$ cat config.mk
export PLATFORM = sky130hd
export DESIGN_NAME = snake_collision_ctrl
export DESIGN_NICKNAME = d
export VERILOG_FILES = /design/src/rtl/snake_pkg.sv /design/src/rtl/snake_next_head.sv /design/src/rtl/snake_collision_ctrl.sv
export SDC_FILE = /design/constraint.sdc
export NUM_CORES = 1
export LEC_CHECK = 0
export BUFFER_PORTS_ARGS = -buffer_cell sky130_fd_sc_hd__buf_2
export CORE_AREA = 3 3 112 114
export DETAILED_ROUTE_END_ITERATION = 7
export DIE_AREA = 0 0 115 117
export PLACE_DENSITY = 0.86
export SKIP_LAST_GASP = 1
export SLEW_MARGIN = 20
export SYNTH_ARGS = -nofsm -noshare
export SYNTH_HDL_FRONTEND = slang
export SYNTH_SLANG_ARGS = --single-unit
$ cat constraint.sdc
create_clock -name clk -period 2.9 [get_ports clk]
set_clock_uncertainty 0.2 [all_clocks]
set_input_delay 0.435 -clock clk [delete_from_list [all_inputs] [get_ports clk]]
set_output_delay 0.435 -clock clk [all_outputs]
set_load 0.02 [all_outputs]
$ cat src/rtl/snake_pkg.sv
// Shared types and constants for the snake collision controller.
// Seven-segment codes are active-low, bit order {g,f,e,d,c,b,a}.
package snake_pkg;

   typedef enum logic [1:0] {
      UP    = 2'b00,
      LEFT  = 2'b01,
      DOWN  = 2'b10,
      RIGHT = 2'b11
   } dir_t;

   typedef enum logic [1:0] {
      ALIVE = 2'b00,
      GRACE = 2'b01,
      DEAD  = 2'b10
   } coll_state_t;

   localparam logic [6:0] SEG_d     = 7'h21;
   localparam logic [6:0] SEG_E     = 7'h06;
   localparam logic [6:0] SEG_A     = 7'h08;
   localparam logic [6:0] SEG_BLANK = 7'h7F;

endpackage

$ cat src/rtl/snake_next_head.sv
// Combinational next-cell calculator: steps the head one cell in dir and flags a wall
// crossing, or wraps to the opposite edge when WRAP is set.
module snake_next_head
   import snake_pkg::*;
#(
   parameter int ROWS = 16,
   parameter int COLS = 16,
   parameter int WRAP = 0,
   parameter int XW   = (ROWS > 1) ? $clog2(ROWS) : 1,
   parameter int YW   = (COLS > 1) ? $clog2(COLS) : 1
) (
   input  logic [XW-1:0] head_x,
   input  logic [YW-1:0] head_y,
   input  dir_t          dir,
   output logic [XW-1:0] next_x,
   output logic [YW-1:0] next_y,
   output logic          wall
);

   localparam logic [XW-1:0] X_MAX = XW'(ROWS - 1);
   localparam logic [YW-1:0] Y_MAX = YW'(COLS - 1);

   // On a wall the head is left unchanged so the body lookup stays in range.
   always_comb begin
      next_x = head_x;
      next_y = head_y;
      wall   = 1'b0;
      case (dir)
         UP: begin
            if (head_x == '0) begin
               if (WRAP != 0) next_x = X_MAX;
               else           wall   = 1'b1;
            end else begin
               next_x = head_x - XW'(1);
            end
         end
         LEFT: begin
            if (head_y == Y_MAX) begin
               if (WRAP != 0) next_y = '0;
               else           wall   = 1'b1;
            end else begin
               next_y = head_y + YW'(1);
            end
         end
         DOWN: begin
            if (head_x == X_MAX) begin
               if (WRAP != 0) next_x = '0;
               else           wall   = 1'b1;
            end else begin
               next_x = head_x + XW'(1);
            end
         end
         default: begin
            if (head_y == '0) begin
               if (WRAP != 0) next_y = Y_MAX;
               else           wall   = 1'b1;
            end else begin
               next_y = head_y - YW'(1);
            end
         end
      endcase
   end

endmodule

$ cat src/rtl/snake_collision_ctrl.sv
// Snake collision controller: classifies each tick's next head cell and tracks lives/grace.
// Define SNAKE_COLLIDE_HEX_EN to add the HEX5..HEX2 "dEAd" display outputs.
//
// state | meaning
// ALIVE | normal play, wall and body hits cost a life
// GRACE | after a non-fatal hit; body hits ignored for grace_cnt ticks
// DEAD  | lives exhausted; ticks ignored until restart/reset
module snake_collision_ctrl
   import snake_pkg::*;
#(
   parameter int ROWS        = 16,
   parameter int COLS        = 16,
   parameter int WRAP        = 0,
   parameter int LIVES       = 3,
   parameter int GRACE_TICKS = 4,
   localparam int XW = (ROWS > 1) ? $clog2(ROWS) : 1,
   localparam int YW = (COLS > 1) ? $clog2(COLS) : 1,
   localparam int LW = $clog2(LIVES + 1)
) (
   input  logic                       clk,
   input  logic                       reset,
   input  logic                       restart,
   input  logic                       enable,
   input  logic [XW-1:0]              head_x,
   input  logic [YW-1:0]              head_y,
   input  logic [1:0]                 dir,
   input  logic [ROWS-1:0][COLS-1:0]  body,
   input  logic [XW-1:0]              food_x,
   input  logic [YW-1:0]              food_y,
   output logic [XW-1:0]              next_x,
   output logic [YW-1:0]              next_y,
   output logic                       move_ok,
   output logic                       ate,
   output logic                       hit,
   output logic [LW-1:0]              lives,
   output logic                       died
`ifdef SNAKE_COLLIDE_HEX_EN
   ,
   output logic [6:0]                 HEX5,
   output logic [6:0]                 HEX4,
   output logic [6:0]                 HEX3,
   output logic [6:0]                 HEX2
`endif
);

   localparam int GW = (GRACE_TICKS > 0) ? $clog2(GRACE_TICKS + 1) : 1;
   localparam logic [LW-1:0] LIVES_INIT = LW'(LIVES);
   localparam logic [GW-1:0] GRACE_INIT = GW'(GRACE_TICKS);

   coll_state_t   state, state_d;
   logic [GW-1:0] grace_cnt, grace_d;
   logic [LW-1:0] lives_d;
   logic          died_d;
   logic [XW-1:0] nx_d, nh_x;
   logic [YW-1:0] ny_d, nh_y;
   logic          move_ok_d, ate_d, hit_d;
   logic          wall, body_hit, food_hit;

   snake_next_head #(
      .ROWS (ROWS),
      .COLS (COLS),
      .WRAP (WRAP),
      .XW   (XW),
      .YW   (YW)
   ) u_next_head (
      .head_x (head_x),
      .head_y (head_y),
      .dir    (dir_t'(dir)),
      .next_x (nh_x),
      .next_y (nh_y),
      .wall   (wall)
   );

   assign body_hit = body[nh_x][nh_y];
   assign food_hit = (nh_x == food_x) && (nh_y == food_y);

   always_ff @(posedge clk or posedge reset) begin
      if (reset) begin
         state     <= ALIVE;
         grace_cnt <= '0;
         lives     <= LIVES_INIT;
         died      <= 1'b0;
         next_x    <= '0;
         next_y    <= '0;
         move_ok   <= 1'b0;
         ate       <= 1'b0;
         hit       <= 1'b0;
      end else begin
         state     <= state_d;
         grace_cnt <= grace_d;
         lives     <= lives_d;
         died      <= died_d;
         next_x    <= nx_d;
         next_y    <= ny_d;
         move_ok   <= move_ok_d;
         ate       <= ate_d;
         hit       <= hit_d;
      end
   end

   always_comb begin
      state_d   = state;
      grace_d   = grace_cnt;
      lives_d   = lives;
      died_d    = died;
      nx_d      = next_x;
      ny_d      = next_y;
      move_ok_d = 1'b0;
      ate_d     = 1'b0;
      hit_d     = 1'b0;
      if (restart) begin
         state_d = ALIVE;
         grace_d = '0;
         lives_d = LIVES_INIT;
         died_d  = 1'b0;
         nx_d    = '0;
         ny_d    = '0;
      end else if (enable && (state != DEAD)) begin
         if (wall || (body_hit && (state == ALIVE))) begin
            hit_d = 1'b1;
            if (lives <= LW'(1)) begin
               state_d = DEAD;
               lives_d = '0;
               died_d  = 1'b1;
               grace_d = '0;
            end else begin
               lives_d = lives - LW'(1);
               if (GRACE_TICKS > 0) begin
                  state_d = GRACE;
                  grace_d = GRACE_INIT;
               end else begin
                  state_d = ALIVE;
               end
            end
         end else begin
            move_ok_d = 1'b1;
            nx_d      = nh_x;
            ny_d      = nh_y;
            // An ignored body cell during grace counts as free, never as food.
            ate_d     = food_hit && !body_hit;
            if (state == GRACE) begin
               if (grace_cnt <= GW'(1)) begin
                  state_d = ALIVE;
                  grace_d = '0;
               end else begin
                  grace_d = grace_cnt - GW'(1);
               end
            end
         end
      end
   end

`ifdef SNAKE_COLLIDE_HEX_EN
   always_ff @(posedge clk or posedge reset) begin
      if (reset) begin
         {HEX5, HEX4, HEX3, HEX2} <= {4{SEG_BLANK}};
      end else if (restart || !died) begin
         {HEX5, HEX4, HEX3, HEX2} <= {4{SEG_BLANK}};
      end else begin
         {HEX5, HEX4, HEX3, HEX2} <= {SEG_d, SEG_E, SEG_A, SEG_d};
      end
   end
`endif

endmodule

After elaboration in Yosys (flattened, before gate mapping)

Index checks and enable logic that the tools add are counted.

Add/sub/neg operators: 6
Multiply operators: 0
Divide/modulo/power cells: 0
Order comparisons: 4
Equality and inequality tests: 9
Shifts and indexed selects: 0
Muxes and demuxes: 50
Bitwise operators: 0
Reduce and logical (&&, ||, !) cells: 21

Operators with widths:

| operator              | count |
|---|---|
| $bmux W16 S4          | 1 |
| $mux W4               | 10 |
| $mux W2               | 10 |
| $mux W1               | 18 |
| $mux W3               | 6 |
| $mux W16              | 1 |
| $pmux W4 S2           | 2 |
| $lt A4 B5 Y1 const B  | 2 |
| $add A4 B1 Y4 const B | 2 |
| $eq A4 B4 Y1          | 2 |
| $eq A4 B4 Y1 const B  | 2 |
| $logic_not A4 Y1      | 2 |
| $sub A4 B1 Y4 const B | 2 |
| $reduce_and A2 Y1     | 3 |
| $reduce_and A3 Y1     | 2 |
| $reduce_bool A2 Y1    | 3 |
| $reduce_bool A3 Y1    | 2 |
| $bmux W1 S4           | 1 |
| $eq A2 B1 Y1 const B  | 2 |
| $logic_and A1 B1 Y1   | 4 |
| $logic_not A2 Y1      | 2 |
| $ne A2 B2 Y1 const B  | 2 |
| $le A3 B1 Y1 const B  | 1 |
| $pmux W1 S3           | 1 |
| 7 further kinds       | 7 |

Register bits: 19
Bits in latches: 0
RAM bits: 0
Memory bits (read-only): 0
Input port bits: 278
Logic and storage cells: 99
Memories kept: 0

Longest topological paths before layout

Gate-level depths: netlist of run 1.

Word-level depth: 12
Mapped depth: 22
Mapped depth without buffers: 13

By module

Synthesis of run 1 repeated with hierarchy kept, for this count alone.

Cells, all modules: 387
Area, all modules: 3920.0 um^2

Modules (own cells, without submodules):

| module               | instances | cells an instance | area an instance (um^2) | sequential area each (um^2) |
|---|---|---|---|---|
| snake_collision_ctrl | 1         | 313               | 3417.0                  | 478.0 |
| snake_next_head      | 1         | 74                | 503.0                   | 0.0 |

Worst setup path before layout of run 1

No wires, ideal clock.

Path kind: in2reg
Start point: in head_x[0]
End point: reg grace_cnt[2]
Library setup time: 0.122 ns
Data arrival time: 4.965 ns
Data required time: 2.578 ns
Path slack: -2.387 ns
Stages on the path: 19
Path buffers: 6
Cell sequence: clkbuf_1 > inv_1 > clkbuf_1 > clkbuf_1 > clkbuf_1 > ha_1 > or3b_1 > clkbuf_1 > a221oi_1 > buf_2 > nor3_1 > o32a_1 > a2111o_1 > o2111ai_1 > a211oi_1 > a311o_1 > o31a_1 > mux2_1 > a32o_1

Longest elaborated chain between the ends: 12
Elaborated cells on any way between the ends: 21

RTL lines:

| what                                        | line                                         | RTL |
|---|---|---|
| start: declaration                          | snake_collision_ctrl.sv:24                   | `input logic [XW-1:0] head_x,` |
| $add A4 B1 Y4, or another cell as far along | snake_next_head.sv:50                        | `next_x = head_x + XW'(1);` |
| $mux W4, on equally long branches           | snake_next_head.sv:46, snake_next_head.sv:30 |  |
| $pmux W4 S2                                 | snake_next_head.sv:28                        | `case (dir)` |
| $bmux W16 S4                                | snake_collision_ctrl.sv:74                   | `assign body_hit = body[nh_x][nh_y];` |
| $mux W16 (not written as such)              | snake_collision_ctrl.sv:74                   |  |
| $bmux W1 S4                                 | snake_collision_ctrl.sv:74                   |  |
| $mux W1 (not written as such)               | snake_collision_ctrl.sv:74                   |  |
| $logic_and A1 B1 Y1                         | snake_collision_ctrl.sv:119                  | `if (wall \|\| (body_hit && (state == ALIVE))) begin` |
| $logic_or A1 B1 Y1 (*)                      | snake_collision_ctrl.sv:119                  |  |
| $mux W3                                     | snake_collision_ctrl.sv:119                  |  |
| $mux W3                                     | snake_collision_ctrl.sv:118                  | `end else if (enable && (state != DEAD)) begin` |
| $mux W3                                     | snake_collision_ctrl.sv:111                  | `if (restart) begin` |
| end signal: assignment                      | snake_collision_ctrl.sv:90                   | `grace_cnt <= grace_d;` |
| end: declaration                            | snake_collision_ctrl.sv:51                   | `logic [GW-1:0] grace_cnt, grace_d;` |

Every way passes the cells marked *; elsewhere a longest branch is shown, timed or not. The select of a mux whose other input is x is not followed.
A chain may end at the register's enable or synchronous reset.

Final worst setup path of run 1

Start point: in head_x[1]
End point: reg next_x[2]

Longest elaborated chain between the ends: 11
Elaborated cells on any way between the ends: 21

RTL lines:

| what                                        | line                                         | RTL |
|---|---|---|
| $add A4 B1 Y4, or another cell as far along | snake_next_head.sv:50                        |  |
| $mux W4, on equally long branches           | snake_next_head.sv:46, snake_next_head.sv:30 |  |
| $pmux W4 S2                                 | snake_next_head.sv:28                        |  |
| $bmux W16 S4                                | snake_collision_ctrl.sv:74                   |  |
| $mux W16 (not written as such)              | snake_collision_ctrl.sv:74                   |  |
| $bmux W1 S4                                 | snake_collision_ctrl.sv:74                   |  |
| $mux W1 (not written as such)               | snake_collision_ctrl.sv:74                   |  |
| $logic_and A1 B1 Y1                         | snake_collision_ctrl.sv:119                  |  |
| $logic_or A1 B1 Y1                          | snake_collision_ctrl.sv:119                  |  |
| $ne A2 B2 Y1 (no line)                      | --                                           |  |
| $reduce_and A2 Y1 (no line)                 | --                                           |  |
| end signal: assignment                      | snake_collision_ctrl.sv:93                   | `next_x <= nx_d;` |
| end: declaration                            | snake_collision_ctrl.sv:30                   | `output logic [XW-1:0] next_x,` |

Parallel ways exist; a longest one is shown, timed or not. The select of a mux whose other input is x is not followed.

==> summary.md, run 1 <==
| Metric | Value |
|---|---|
| Area leader, netlist | o21ai_0 |
| Peak VDD IR | 0.000508 V |
| CTS Sinks | 19 |
| Hold crit path type | in2async |
| Vias per cell | ~6.9 |
| Kind of critical path | in2reg |
| Critical path data required time | 2850 ps |
| Worst slew margin | 0.386 |
| Die Wd | 115 microns |
| Power Dens Cells | 320 nW/um^2 |
| Initial antenna violation count | 1 |
| Die Ht | 117 microns |
| Starting density of the core | 0.445 |
| Final worst slack | -1330 ps |
| Post-synth EDFFs | 0 |
| Final core occ | 0.777 |
| Root buffer cell | clkbuf_16 |
| Period utilization | 1.46 |
| Hold Buf Count CTS | 0 |
| Critical path's slowest cell | or4_4 |
| Static Leak | 0.00425 uW |
| CP Depth | 18 |
| Core area | 11500 sq um |
| Layout cell share with drive strength beyond 1 | 0.483 |
| DR WL/cell | 24.8 microns |
| DP HPWL | 24.8 mm |
| Least-Margin Pin Slew | 921 ps |
| Arrival time at the worst endpoint | 4180 ps |
| Largest net degree at the start of global routing | 42 |
| CTS buffer count | 3 |
| Pins Over Slew Limit | 0 |
| Clock latency on the worst-skew pair | 260 ps |
| Final setup vio count | 19 |
| Fin crit period | ~4200 ps |
| CP Capture Type | flop |
| Die area | 13500 sq um |
| Synthesis-stage register bit count | 19 |
| Placed cell count | 1320 |
| Detailed-route DRC error count | 0 |
| Max Clock Freq | 0.236 GHz |
| Crit path top cell by count | buf_4 |
| Synth top area share | 0.0879 |
| Worst Setup Start Kind | input pin |
| Fin cells | between 1000 and 1500 |
| Gp weighted congestion | 1.05 |
| Std-Cell Rows | 39 |
| Syn avg cell area | 6.47 sq um |
| Synth area leaders | o21ai_0 (8.8%), dfrtp_1 (8.3%), a21oi_1 (7.7%) |
| Area Growth Syn to Fin | 74.5% |
| Mapped cell area | about 5000 sq um |
| Post-route ant nets | 0 |
| R2R cell count | 7 |
| Ys async rst share | 1.00 |
| Top-level I/O count | 292 |
| Sequential area share after synthesis | 0.0932 |
| YS warnings | 0 |
| Port Buf Inserts | 291 |
| Mapped Cells | 792 |
| DRT Pass-1 Iters | 7 |
| Failing checks | setup timing |
| Vias in the first global route | roughly 8500 |
| Delay-heaviest family, CP | compound AO/OA/AOI/OAI gates |
| First-pass GRT wire length | 46.6 mm |
| Clk buf depth | 2 |
| Yosys cell types | 78 |
| CTS tree | done |
| Unrepaired setup endpoints after global routing | true |
| Total Routing Usage GR | 0.446 |
| Worst-path clk slew | 60 ps |
| Post-synth net total | 1076 |
| H-tree Lvls | 1 |
| Crit path cell chain | buf_8 > buf_4 > ha_4 > a41oi_1 > buf_4 > nand3_1 > and4_2 > buf_4 > nand2_1 > a22oi_1 > a211o_1 > or4_4 > o22ai_4 > o31a_1 > buf_6 > buf_12 > nand3_1 > a21oi_1 |
| Status | finished with violations |
| Buf/Inv on CP | 6 |
| Gr ovfl total | 0 |
| Fin. Hold Viols | 0 |
| Via count | 9398 |
| Final nets | 1505 |
| MaxCap Viol Count | 0 |
| CP max stage delay | 580 ps |
| Hold slack | approximately 120 ps |
| Total Wirelength | between 30 and 40 mm |
| Crit-path max FO | 12 |
| Starting DRC count in detailed routing | 1681 |
| Post-synth top flop | dfrtp_1 |
==> through the flow <==
step	TNS, ps	setup slack, ps	instance area (sq um)	total power [uW]
2_1_floorplan	-26510	-1680	5340	1270
3_3_place_gp	-28000	-1580	7920	2100
3_5_place_dp	-29400	-1660	7920	2100
4_1_cts	-18980	-1110	8520	2570
5_1_grt	-23940	-1430	8940	2970
6_report	-22480	-1330	8950	2860
==> sequential cells by signal, summed over array words and instances, names as in the netlist <==
name,flops
died,1
grace_cnt,3
next_x,4
ate,1
state,2
next_y,4
move_ok,1
lives,2
hit,1
==> cells by family after synthesis <==
| family | count (synthesis) | share of synthesized area |
|---|---|---|
| mux | 4 | 0.00805 |
| buf+inv | 112 | 0.0898 |
| flops | 19 | 0.0932 |
| xor+xnor | 9 | 0.0154 |
| compound gates | 406 | 0.543 |
| simple gates | 236 | 0.236 |
| fa+ha+maj | 6 | 0.0146 |
==> layout make-up <==
| cell class | instances | area, sq um |
|---|---|---|
| fillers | 863 | 2570 |
| repair buffers | 502 | 3370 |
| flip-flops and latches | 19 | 478 |
| inverters | 33 | 141 |
| clock inverters | 1 | 5.00 |
| clock buffers | 3 | 75.1 |
| well taps | 143 | 179 |
| diodes | 3 | 7.51 |
| multi-input cells | 662 | 4690 |
==> final timing paths <==
| kind | startpoint | slack [ps] | to |
|---|---|---|---|
| setup / recovery | head_x[1] | -1330 | next_x[2] |
| hold / removal | reset | 120 | next_x[2] |
| setup reg to reg | state[1] | 790 | grace_cnt[0] |
| hold reg to reg | died | 300 | died |
| max in group asynchronous | reset | 1880 | grace_cnt[2] |
| min in group clk | died | 300 | died |
==> repair_timing <==
| action | 4_1_cts | 5_1_grt |
|---|---|---|
| setup endpoints to repair | 19 | 19 |
| pin swaps | 31 | 36 |
| resized for setup | 66 | 62 |
| cloned | 2 | 2 |
| buffers inserted | 21 | 17 |
==> synthesized netlist by cell type, drive strengths merged (6+ instances only) <==
library cell / count
a221o: 6
a31oi: 9
dfrtp: 17
inv: 33
buf: 37
xnor2: 8
or4: 7
o221ai: 9
a22oi: 19
or3: 17
a211o: 8
a21oi: 79
a32oi: 13
nor2: 36
a221oi: 20
nor2b: 9
ha: 6
a21o: 27
o32a: 9
nand2: 72
o211ai: 25
clkbuf: 42
a21boi: 12
a211oi: 12
and3: 7
a32o: 8
o21ai: 99
nand3: 27
nor3: 24
==> layer usage <==
metal | up-vias | track usage | routed length (microns)
met4 | 0 | 0.254 | 2620
met1 | 4188 | 0.561 | 11500
met3 | 274 | 0.108 | 5140
li1 | 3963 | - | -
met5 | - | 0 | 0
met2 | 973 | 0.698 | 14600
==> layout by cell type, fill, tap and decap left out, types with 8 or more instances in the layout <==
| cell type | n |
|---|---|
| a211o_1 | 8 |
| nand2_1 | 69 |
| o211ai_1 | 24 |
| a32o_1 | 8 |
| o32a_1 | 9 |
| buf_12 | 15 |
| a31oi_1 | 9 |
| buf_2 | 288 |
| nand3_1 | 25 |
| nor3_1 | 23 |
| o21ai_1 | 12 |
| a21o_1 | 27 |
| buf_4 | 177 |
| buf_6 | 16 |
| a32oi_1 | 12 |
| a21boi_0 | 9 |
| nor2_1 | 33 |
| or3_1 | 15 |
| a21oi_1 | 73 |
| a221oi_1 | 17 |
| o21ai_0 | 79 |
| inv_1 | 31 |
| o221ai_1 | 8 |
| a22oi_1 | 16 |
| nor2b_1 | 9 |
| dfrtp_1 | 17 |
==> power by group <==
group          internal, uW  total, uW  switching [uW]
combinational          1060       2230            1180
clock                   185        293             108
sequential              301        334            33.3
(Power assumes the default switching activity.)
==> run 2, diff against run 1 <==
--- a/config.mk
+++ b/config.mk
@@ -9,7 +9,8 @@
 export CORE_AREA = 3 3 112 114
 export DETAILED_ROUTE_END_ITERATION = 7
 export DIE_AREA = 0 0 115 117
-export PLACE_DENSITY = 0.86
+export PLACE_DENSITY_LB_ADDON = 0.2
+export SETUP_SLACK_MARGIN = 0.02
 export SKIP_LAST_GASP = 1
 export SLEW_MARGIN = 20
 export SYNTH_ARGS = -nofsm -noshare
==> summary.md, run 2 (same netlist as run 1, synthesis figures left out) <==
| Metric | Value |
|---|---|
| Setup tns final | -23340 ps |
| Post-route ant nets | 0 |
| CTS buffer count | 3 |
| Delay-heaviest family, CP | compound AO/OA/AOI/OAI gates |
| Root buffer cell | clkbuf_16 |
| H-tree Lvls | 1 |
| Core area | 11500 sq um |
| Reg-to-reg setup timing slack | around 810 ps |
| Die Wd | 115 microns |
| Worst r2r src | state[0] |
| Worst Setup SP | head_x[0] |
| Met3 Usage GRT | 0.0843 |
| Peak VDD IR | 0.000286 V |
| DRT Pass-1 Iters | 8 |
| Gr ovfl total | 0 |
| Buf/Inv on CP | 4 |
| Gp weighted congestion | 1.10 |
| Arrival time at the worst endpoint | 4210 ps |
| Filler cell count | ~840 |
| Most frequent cells in the layout | buf_2 (289), buf_4 (179), o21ai_0 (76) |
| Total Wirelength | around 35 mm |
| Met2 Use GR | 0.744 |
| Starting density of the core | 0.445 |
| Via count | 9641 |
| Power Dens Cells | 320 nW/um^2 |
| Top Usage Layer GRT | met2 |
| Initial antenna violation count | 0 |
| CTS Sinks | 19 |
| First-pass GRT wire length | 48.4 mm |
| Vias per cell | 7.00 |
| Dpl cell area | 8120 sq um |
| DR WL/cell | ~25 microns |
| Final core occ | 0.791 |
| R2R cell count | 4 |
| Failing checks | DRC, setup timing |
| Top-level I/O count | 292 |
| Vias in the first global route | 8847 |
| Static Leak | 0.00435 uW |
| Port Buf Inserts | 291 |
| Final worst slack | -1360 ps |
| Critical path's slowest cell | or4_4 |
| Met1 Use GR | 0.581 |
| Placed cell count | 1335 |
| Least-Margin Pin Slew | roughly 720 ps |
| Clk buf depth | 2 |
| Pins Over Slew Limit | 0 |
| Setup crit end | grace_cnt[2] |
| Worst Setup Start Kind | input pin |
| Crit path top cell by count | a32o_1 |
| Fin crit period | 4260 ps |
| Area Growth Syn to Fin | 77.8% |
| Largest net degree at the start of global routing | 42 |
| Crit-path max FO | 6 |
| Starting DRC count in detailed routing | 1693 |
| CP max stage delay | between 500 and 600 ps |
| Layout cell share with drive strength beyond 1 | 0.494 |
| CP Depth | 16 |
| Clock latency on the worst-skew pair | roughly 260 ps |
| Final setup vio count | 19 |
| Final nets | 1519 |
| Fin. Hold Viols | 0 |
| Worst slew margin | 0.517 |
| Cell area after layout | 9110 sq um |
| Period utilization | 1.47 |
| Critical path data required time | roughly 2800 ps |
| Status | finished with violations |
| Kind of critical path | in2reg |
| Reg-to-Reg End | grace_cnt[2] |
| Hold Buf Count CTS | 0 |
| Ant diodes | 0 |
| Worst-path clk slew | around 60 ps |
| Commonest non-fill, non-tap cell in the layout | buf_2 |
| CP Capture Type | flop |
| DP HPWL | around 25 mm |
| MaxCap Viol Count | 0 |
| Die area | between 10000 and 15000 sq um |
| Max Clock Freq | 0.234 GHz |
| Total Routing Usage GR | 0.463 |
| Die Ht | 117 microns |
| CTS tree | done |
| Area of the multi-input gates | around 4700 sq um |
| Crit path cell chain | buf_12 > clkinv_8 > ha_4 > nor3b_2 > a22o_4 > buf_4 > bufbuf_16 > o21ai_0 > a32o_1 > nand3_1 > o211ai_1 > or4_4 > o22ai_4 > o31a_1 > mux2_4 > a32o_1 |
| Pre-CTS setup slack | -1590 ps |
| Fin cells | 1377 |
| Detailed-route DRC error count | 92 |
| Biggest regs | next_x (4), next_y (4), grace_cnt (3) |
| Reg area | 478 sq um |
| Hold crit path type | in2async |
| Unrepaired setup endpoints after global routing | true |
| Std-Cell Rows | 39 |
[run 2: changes by cell type in the layout (fill, tap and decap cells not counted), moves of 3 or more]
cell,delta
diode_2,-3
nor3_1,-6
nor3_2,+3
o2bb2ai_2,+3
nor3_4,+3
buf_6,+11
o21ai_0,-3
buf_12,+4
o2bb2ai_1,-3
[run 2: power by group]
group	internal (uW)	leakage, uW	switching [uW]
clock network	185	0.0000409	106
logic	1080	0.00405	1210
registers	301	0.000252	31.7
[run 2: how the worst min path moves through the flow]
stage	start	endpoint	slack, ps	cells past startpoint
after detailed placement	died	died	300	2
after CTS	reset	hit	100	2
final	reset	hit	90	2
after global routing	reset	state[0]	130	2
after floorplan	reset	ate	180	1
after global placement	died	died	290	2
[run 2: area by class of cell]
type | instances | share of cell area
clock buffers | 3 | 0.00824
well taps | 143 | 0.0196
flip-flops and latches | 19 | 0.0524
clock inverters | 1 | 0.000549
inverters | 33 | 0.0155
multi-input cells | 661 | 0.516
repair buffers | 517 | 0.388
[run 2: timing repair]
| action | in CTS | in global routing |
|---|---|---|
| setup buffers | 30 | 7 |
| cloned | 1 | 1 |
| resized for setup | 96 | 42 |
| endpoints found under the setup margin | 19 | 19 |
| endpoints found under the hold margin | 0 | 0 |
| pin swaps | 49 | 22 |
[run 2: metal layers]
metal | wire [microns] | vias to the layer above | share of wire
met5 | 65 | - | 0.0019
met4 | 3240 | 4 | 0.094
met3 | 4800 | 308 | 0.14
met2 | 15000 | 1022 | 0.43
met1 | 11600 | 4305 | 0.33
li1 | - | 4002 | -
[run 2: worst reg2reg max path, stage by stage (launching register included)]
cell     delay [ps]
dfrtp_1         460
a311o_1         400
o31a_1          380
mux2_4          320
a32o_1          220
[run 2: metrics by stage]
stage / hold slack, ps / power [uW]
2_1_floorplan: 185 / 1270
3_3_place_gp: 285 / 2160
3_5_place_dp: 304 / 2170
4_1_cts: 103 / 2680
5_1_grt: 132 / 3020
6_report: 90.4 / 2910
==> run 3, diff against run 2 <==
--- a/config.mk
+++ b/config.mk
@@ -5,10 +5,10 @@
 export SDC_FILE = /design/constraint.sdc
 export NUM_CORES = 1
 export LEC_CHECK = 0
-export BUFFER_PORTS_ARGS = -buffer_cell sky130_fd_sc_hd__buf_2
-export CORE_AREA = 3 3 112 114
+export CORE_AREA = 3 3 113 115
 export DETAILED_ROUTE_END_ITERATION = 7
-export DIE_AREA = 0 0 115 117
+export DIE_AREA = 0 0 116 118
+export DONT_BUFFER_PORTS = 1
 export PLACE_DENSITY_LB_ADDON = 0.2
 export SETUP_SLACK_MARGIN = 0.02
 export SKIP_LAST_GASP = 1
==> constraint.sdc (replaced) <==
create_clock -name clk -period 5 [get_ports clk]
set_clock_uncertainty 0.2 [all_clocks]
set_input_delay 0.75 -clock clk [delete_from_list [all_inputs] [get_ports clk]]
set_output_delay 0.75 -clock clk [all_outputs]
set_load 0.02 [all_outputs]
==> summary.md, run 3 (same netlist as run 1, synthesis figures left out) <==
| Metric | Value |
|---|---|
| Status | complete, no violations |
| Std-Cell Rows | 40 |
| Wl on met1 | 10.4 mm |
| Met2 routed WL | 13.7 mm |
| Top sig layer | met4 |
| Peak VDD IR | 0.000231 V |
| Die Wd | between 100 and 150 microns |
| Fin crit period | between 4000 and 5000 ps |
| Vias per cell | 7.65 |
| Post-cts gate resize count | 0 |
| Top-level I/O count | around 290 |
| Least-Margin Pin Slew | 1050 ps |
| Biggest regs | next_x (4), next_y (4), grace_cnt (3) |
| Met3 wire len | 3.55 mm |
| Layout cell share with drive strength beyond 1 | 0.119 |
| Area Growth Syn to Fin | 11.8% |
| Hold Buf Count CTS | 0 |
| Worst-path clk slew | 50 ps |
| Most frequent cells in the layout | o21ai_0 (90), a21oi_1 (79), nand2_1 (71) |
| DP HPWL | between 20 and 25 mm |
| CP Capture Type | flop |
| Core area | 11900 sq um |
| Setup Fix Bufs, Post-CTS | 0 |
| Filler cell count | 1244 |
| Starting DRC count in detailed routing | 1037 |
| Unrepaired setup endpoints after global routing | false |
| Post-route ant nets | 0 |
| Worst slew margin | 0.300 |
| Port Buf Inserts | 0 |
| Final setup vio count | 0 |
| Period utilization | 0.937 |
| Crit-path max FO | 29 |
| DRT Pass-1 Iters | 6 |
| Hold crit path type | in2async |
| Starting density of the core | 0.430 |
| Setup tns final | 0 ps |
| Initial antenna violation count | 2 |
| H-tree Lvls | 1 |
| Pins Over Slew Limit | 0 |
| Root buffer cell | clkbuf_16 |
| Largest net degree at the start of global routing | 42 |
| Arrival time at the worst endpoint | 4660 ps |
| MaxCap Viol Count | 0 |
| Critical path data required time | 4980 ps |
| Vias in the first global route | 6650 |
| Via count | 7164 |
| CTS tree | done |
| Die Ht | 118 microns |
| Max Clock Freq | around 0.21 GHz |
| Gp weighted congestion | between 0.9 and 1 |
| Clk buf depth | 2 |
| Hold slack | 306 ps |
| DR WL/cell | 31.1 microns |
| Total Wirelength | 29.1 mm |
| Placed cell count | 930 |
| Power Dens Cells | 202 nW/um^2 |
| Static Leak | about 0.0022 uW |
| Total Routing Usage GR | 0.395 |
| Kind of critical path | in2reg |
| Worst Setup Start Kind | input pin |
| Commonest non-fill, non-tap cell in the layout | o21ai_0 |
| CTS buffer count | 3 |
| Final nets | 1072 |
| Final core occ | 0.481 |
| Detailed-route DRC error count | 0 |
| CTS Sinks | 19 |
| Fin cells | between 900 and 1000 |
| First-pass GRT wire length | 41.7 mm |
| Clock latency on the worst-skew pair | 250 ps |
| Gr ovfl total | 0 |
| Die area | 13700 sq um |
| Fin. Hold Viols | 0 |
==> run 3: changes by cell type in the layout (fill, tap and decap cells not counted), sizes merged <==
cell	delta
clkinv	-2
diode	+2
bufbuf	-1
clkbuf	+1
buf	-446
inv	+1
==> run 3: worst paths after layout <==
check | startpoint | end | cells past startpoint | slack (ps)
max | head_x[1] | grace_cnt[0] | 15 | 320
min | reset | ate | 1 | 310
max reg2reg | state[1] | grace_cnt[0] | 6 | 2850
min reg2reg | grace_cnt[1] | grace_cnt[1] | 2 | 350
max in group asynchronous | reset | next_y[2] | 1 | 3840
min in group clk | restart | died | 1 | 350
==> run 3: layer usage <==
| metal | vias up | track usage |
|---|---|---|
| li1 | 3100 | - |
| met1 | 3418 | 0.480 |
| met2 | 544 | 0.650 |
| met3 | 102 | 0.110 |
| met4 | 0 | 0.156 |
| met5 | - | 0 |
==> run 3: worst max-delay path, stage by stage <==
cell and delay (ps):
inv_1 90, ha_4 160, nor4b_2 570, o21ai_1 190
buf_4 210, o21ai_1 440, o32a_1 290, o22ai_1 100
a2111oi_0 440, and4b_1 330, a311o_1 260, o31ai_2 80
buf_4 200, or4_1 410, mux2i_1 150
==> run 3: metrics by stage <==
stage          area [sq um]  total power, uW  setup slack (ps)
6_report               5730             1160               317
4_1_cts                5730             1140               420
3_3_place_gp           5650              960               167
5_1_grt                5730             1210               138
3_5_place_dp           5650              968               180
2_1_floorplan          5250              717              34.2
==> run 3: cell type report <==
cell class	instances	area (sq um)	area share
diodes	2	5.00	0.000873
clock buffers	4	78.8	0.0138
inverters	33	126	0.0220
multi-input cells	661	4270	0.745
flip-flops and latches	19	478	0.0834
well taps	147	184	0.0321
repair buffers	70	588	0.103
==> run 3: power breakdown <==
part	leakage [uW]	total (uW)	internal (uW)	switching, uW
Combinational	0.00192	784	314	469
Clock	0.0000382	165	109	56.5
Sequential	0.000252	208	174	33.1
